**src/rtl/nios_system_led_pio_if.sv**
```systemverilog
`default_nettype none
// ============================================================================
// Module      : nios_system_led_pio_if
// Description : Avalon-MM slave bus bundle for the LED PIO register block.
// Revision    : 1.0 - initial release
// ============================================================================
interface nios_system_led_pio_if;
    logic [2:0]  address;
    logic        chipselect;
    logic        write_n;
    logic [31:0] writedata;
    logic [31:0] readdata;

    modport master (
        output address,
        output chipselect,
        output write_n,
        output writedata,
        input  readdata
    );

    modport slave (
        input  address,
        input  chipselect,
        input  write_n,
        input  writedata,
        output readdata
    );
endinterface
`default_nettype wire

```
**src/rtl/nios_system_led_pio.sv**
```systemverilog
`default_nettype none
// ============================================================================
// Module      : nios_system_led_pio
// Description : Avalon-MM LED output port with set/clear/toggle aliases and an
//               optional per-bit blink engine (enabled by LED_PIO_BLINK_EN).
// Revision    : 1.0 - initial release
// ============================================================================
module nios_system_led_pio #(
    parameter int               WIDTH       = 18,
    parameter logic [WIDTH-1:0] RESET_VALUE = '0,
    parameter int               PRESCALE_W  = 24
) (
    input  wire logic             clk,
    input  wire logic             reset,
    nios_system_led_pio_if.slave  bus,
    output logic [WIDTH-1:0]      out_port
);

    localparam logic [2:0] c_ADDR_DATA     = 3'd0;
    localparam logic [2:0] c_ADDR_MASK     = 3'd1;
    localparam logic [2:0] c_ADDR_PERIOD   = 3'd2;
    localparam logic [2:0] c_ADDR_TOGGLE   = 3'd3;
    localparam logic [2:0] c_ADDR_OUTSET   = 3'd4;
    localparam logic [2:0] c_ADDR_OUTCLEAR = 3'd5;
    localparam logic [2:0] c_ADDR_STATUS   = 3'd6;

    logic             w_wr;
    logic [WIDTH-1:0] w_wd;
    logic [WIDTH-1:0] r_data;
    logic             w_unused_wd;

    assign w_wr        = bus.chipselect & ~bus.write_n;
    assign w_wd        = bus.writedata[WIDTH-1:0];
    assign w_unused_wd = ^bus.writedata;

    // DATA and its three read-modify-write aliases share one register.
    always_ff @(posedge clk) begin
        if (reset) begin
            r_data <= RESET_VALUE;
        end else if (w_wr) begin
            case (bus.address)
                c_ADDR_DATA:     r_data <= w_wd;
                c_ADDR_TOGGLE:   r_data <= r_data ^ w_wd;
                c_ADDR_OUTSET:   r_data <= r_data | w_wd;
                c_ADDR_OUTCLEAR: r_data <= r_data & ~w_wd;
                default:         r_data <= r_data;
            endcase
        end
    end

`ifdef LED_PIO_BLINK_EN
    logic [WIDTH-1:0]      r_mask;
    logic [PRESCALE_W-1:0] r_period;
    logic [PRESCALE_W-1:0] r_count;
    logic                  r_phase;

    always_ff @(posedge clk) begin
        if (reset) begin
            r_mask <= '0;
        end else if (w_wr && (bus.address == c_ADDR_MASK)) begin
            r_mask <= w_wd;
        end
    end

    // A PERIOD write restarts the blink cycle and takes priority over a wrap.
    always_ff @(posedge clk) begin
        if (reset) begin
            r_period <= '0;
            r_count  <= '0;
            r_phase  <= 1'b1;
        end else if (w_wr && (bus.address == c_ADDR_PERIOD)) begin
            r_period <= bus.writedata[PRESCALE_W-1:0];
            r_count  <= '0;
            r_phase  <= 1'b1;
        end else if (r_period == '0) begin
            r_count  <= '0;
            r_phase  <= 1'b1;
        end else if (r_count == r_period) begin
            r_count  <= '0;
            r_phase  <= ~r_phase;
        end else begin
            r_count  <= r_count + PRESCALE_W'(1);
        end
    end

    always_comb begin
        bus.readdata = '0;
        case (bus.address)
            c_ADDR_DATA:   bus.readdata[WIDTH-1:0]      = r_data;
            c_ADDR_MASK:   bus.readdata[WIDTH-1:0]      = r_mask;
            c_ADDR_PERIOD: bus.readdata[PRESCALE_W-1:0] = r_period;
            c_ADDR_STATUS: bus.readdata[0]              = r_phase;
            default:       bus.readdata                 = '0;
        endcase
    end

    assign out_port = r_data & (~r_mask | {WIDTH{r_phase}});
`else
    always_comb begin
        bus.readdata = '0;
        if (bus.address == c_ADDR_DATA) begin
            bus.readdata[WIDTH-1:0] = r_data;
        end
    end

    assign out_port = r_data;
`endif

endmodule
`default_nettype wire

```
**src/flat_wrapper.sv**
```systemverilog
// flat-port wrapper written by rule: the top's interface ports become plain ports
module nios_system_led_pio_flat 
#(
    parameter int               WIDTH       = 18,
    parameter logic [WIDTH-1:0] RESET_VALUE = '0,
    parameter int               PRESCALE_W  = 24
)
  (clk, reset, out_port, bus_address, bus_chipselect, bus_write_n, bus_writedata, bus_readdata);
  nios_system_led_pio_if bus_i ();
  input  wire logic clk;
  input  wire logic reset;
  output logic [WIDTH-1:0] out_port;
  input wire logic [$bits(bus_i.address)-1:0] bus_address;
  input wire logic [$bits(bus_i.chipselect)-1:0] bus_chipselect;
  input wire logic [$bits(bus_i.write_n)-1:0] bus_write_n;
  input wire logic [$bits(bus_i.writedata)-1:0] bus_writedata;
  output wire logic [$bits(bus_i.readdata)-1:0] bus_readdata;
  assign bus_i.address = bus_address;
  assign bus_i.chipselect = bus_chipselect;
  assign bus_i.write_n = bus_write_n;
  assign bus_i.writedata = bus_writedata;
  assign bus_readdata = bus_i.readdata;
  nios_system_led_pio #(.WIDTH(WIDTH), .RESET_VALUE(RESET_VALUE), .PRESCALE_W(PRESCALE_W)) u_core (.clk(clk), .reset(reset), .bus(bus_i), .out_port(out_port));
endmodule
```
**config.mk**
```make
export PLATFORM = sky130hd
export DESIGN_NAME = nios_system_led_pio_flat
export DESIGN_NICKNAME = d
export VERILOG_FILES = /design/src/rtl/nios_system_led_pio_if.sv /design/src/rtl/nios_system_led_pio.sv /design/src/flat_wrapper.sv
export SDC_FILE = /design/constraint.sdc
export NUM_CORES = 1
export LEC_CHECK = 0
export CELL_PAD_IN_SITES_DETAIL_PLACEMENT = 1
export CELL_PAD_IN_SITES_GLOBAL_PLACEMENT = 2
export CORE_MARGIN = 8
export CORE_UTILIZATION = 37
export CTS_CLUSTER_DIAMETER = 150
export DETAILED_ROUTE_END_ITERATION = 8
export DONT_BUFFER_PORTS = 1
export GPL_ROUTABILITY_DRIVEN = 0
export PLACE_DENSITY_LB_ADDON = 0.1
export SETUP_SLACK_MARGIN = 0.1
export SLEW_MARGIN = 30
export SYNTH_ARGS = -nofsm -noshare
export SYNTH_HDL_FRONTEND = slang
export SYNTH_SLANG_ARGS = --single-unit
```
**constraint.sdc**
```tcl
create_clock -name clk -period 4.1 [get_ports clk]
set_clock_uncertainty 0.05 [all_clocks]
set_input_delay 0.615 -clock clk [delete_from_list [all_inputs] [get_ports clk]]
set_output_delay 0.615 -clock clk [all_outputs]
set_load 0.01 [all_outputs]
```
==> flow_summary.toml <==
[global_route]
antenna_found_initial = 0
track_usage_pct = 13.6
grt_max_degree = 50
grt_pass1_vias = 1829
grt.overflow.total = 0
grt_pass1_wl_um = 9580

[synthesis]
netlist_instances = 272
ys_types = 26
synth_area_per_cell_um2 = 7.69
synth_edf_count = 0
ys_seq_area_share_pct = 17.2
synth_area_mm2 = 0.00209
synth-seq-cells = 18
synth_top_flop_cell = "dfxtp_1"
yosys.area.top_type = "ha_1"
synth_top_area_share_pct = 21.5
async_reset_ff_share_pct = 0
synth_commonest_cells = "36 x ha_1, 36 x inv_1, 27 x o21ai_0"
synth.area.top_cells = "ha_1 22%, dfxtp_1 17%, inv_1 6.5%"
ys_warn_count = 0

[clock_tree]
cts_made_buffers = 3
hold_buffers = 0
clock_path_buffers = 2
clk_latency_ns = 0.26
tritoncts = "done"
root_buffer = "clkbuf_8"
clk_pin_slew_worst_paths_ns = 0.07
h-tree-depth = 1
cts.sinks = 18
cts-resized-gates = 0
cts_setup_buffers = 0

[die]
core_mm2 = 0.00547
num_io_pins = 89
die_width_um = 91.2
initial_core_util_pct = 38.2
die_height_um = 91.2
std_cell_rows = 27
die_area_mm2 = 0.00831

[drt]
routedWlPerCell_um = 17.6
viasPerCell = 5.39
dr_wl_met2_um = 2780
dr.pass1.iters = 4
totalWireLength_um = 5790
met1Wirelength_um = 2550
top_layer = "met4"
drt_iter0_drc = 64
antenna_left = 0
vias = 1780
drc_errors = 0
wl_met3_um = 449

[final_layout]
largest_reg_flops = 18
drive_gt1_share_pct = 8.14
fin_nets = 334
diodes = 0
syn_to_final_growth_pct = 0.957
finalNonFillerCells = 330

[worst_setup_path]
cp-start-kind = "input pin"
crit_arrival_ns = 1.55
cp-end-kind = "output pin"
path_max_fanout = 25
worst-setup-path-type = "input pin to output pin"
required_ns = 3.43

[timing]
slew_headroom_pct = 39.9
min_period_ns = 2.21
finalHoldViolCount = 0
post-route-period-util_pct = 54.0
rsz0062_at_grt = "false"
finalSetupViolCount = 0
worst_pin_slew_ns = 0.902
fmax_ghz = 0.452
drv_slew = 0
setup_tns_ns = 0

[place]
hpwl_um = 4050
io_buffers = 0
dpl.cell_count = 326

[min_path]
worstHoldPathType = "input pin to flop"

[power]
power_density_mw_per_mm2 = 230
leakage_nw = 0.881
power_mw = 0.486
peakVddDrop_uv = 179

[flow_run]
maxCapViolCount = 0

[status]
status = "finished, final reports clean"
==> cells by family (layout without fill, tap and decap cells) <==
kind of cell	count (synthesis)	count (layout)	share of synthesized area, %
adder cells (fa/ha/maj)	36	36	21.5
XOR/XNOR	1	1	1.32
buffers and inverters	71	44	16.3
other	1	14	0.179
flip-flops	18	18	17.2
AO/OA/AOI/OAI	82	82	27.6
AND/OR/NAND/NOR	63	63	15.8
==> path summary, 6_finish.rpt <==
| kind | depth (start not counted) | slack, ns | end | from |
|---|---|---|---|---|
| setup reg to reg | 6 | 2.50 | u_core.out_port[7]$_SDFFE_PP0P_ | u_core.out_port[7]$_SDFFE_PP0P_ |
| setup / recovery | 3 | 1.89 | bus_readdata[13] | bus_address[1] |
| hold reg to reg | 2 | 0.56 | u_core.out_port[17]$_SDFFE_PP0P_ | u_core.out_port[17]$_SDFFE_PP0P_ |
| hold / removal | 1 | 0.36 | u_core.out_port[2]$_SDFFE_PP0P_ | reset |
==> worst max-delay path, cell delays in order <==
cell and delay [ns]:
nor3_2 0.45, buf_4 0.27, and2_1 0.20
==> power by group <==
group          internal, mW  switching, mW
clock network        0.0855         0.0675
registers             0.186         0.0214
logic                0.0491         0.0762
total                 0.321          0.165
==> cells in the final DEF, fill, tap and decap left out, types with 3 or more instances in the layout <==
master,synthesis,final
a311oi_1,8,8
buf_4,16,3
nor2b_1,3,3
a22oi_1,9,9
ha_1,36,36
and2_1,19,19
conb_1,1,14
o21ai_0,27,27
nand3_1,10,10
a222oi_1,8,8
nand2_1,26,26
inv_1,36,36
clkbuf_8,0,4
dfxtp_1,18,18
a211oi_2,10,10
a21oi_1,20,20
==> per-stage QoR <==
step	setup WS, ns	util, %	instance area (µm²)	hold slack [ns]
2_1_floorplan	1.81	-	2140	0.517
4_1_cts	1.83	38.6	2110	0.356
3_5_place_dp	1.60	37.6	2060	0.553
3_3_place_gp	1.62	37.6	2060	0.546
5_1_grt	1.74	38.6	2110	0.353
6_report	1.89	38.6	2110	0.363
==> per-layer routing <==
metal	up-vias	GRT usage [%]
li1	881	-
met1	851	15.7
met2	46	24.1
met3	2	5.19
met4	0	0.819
met5	-	0
==> layout make-up <==
class                           count  area [µm²]
Fill cell                         681        3360
Sequential cell                    18         360
Multi-Input combinational cell    196        1440
Tap cell                           72        90.1
Clock buffer                        4        55.1
Timing Repair Buffer                3        22.5
Inverter                           37         139
(Power assumes the default switching activity.)
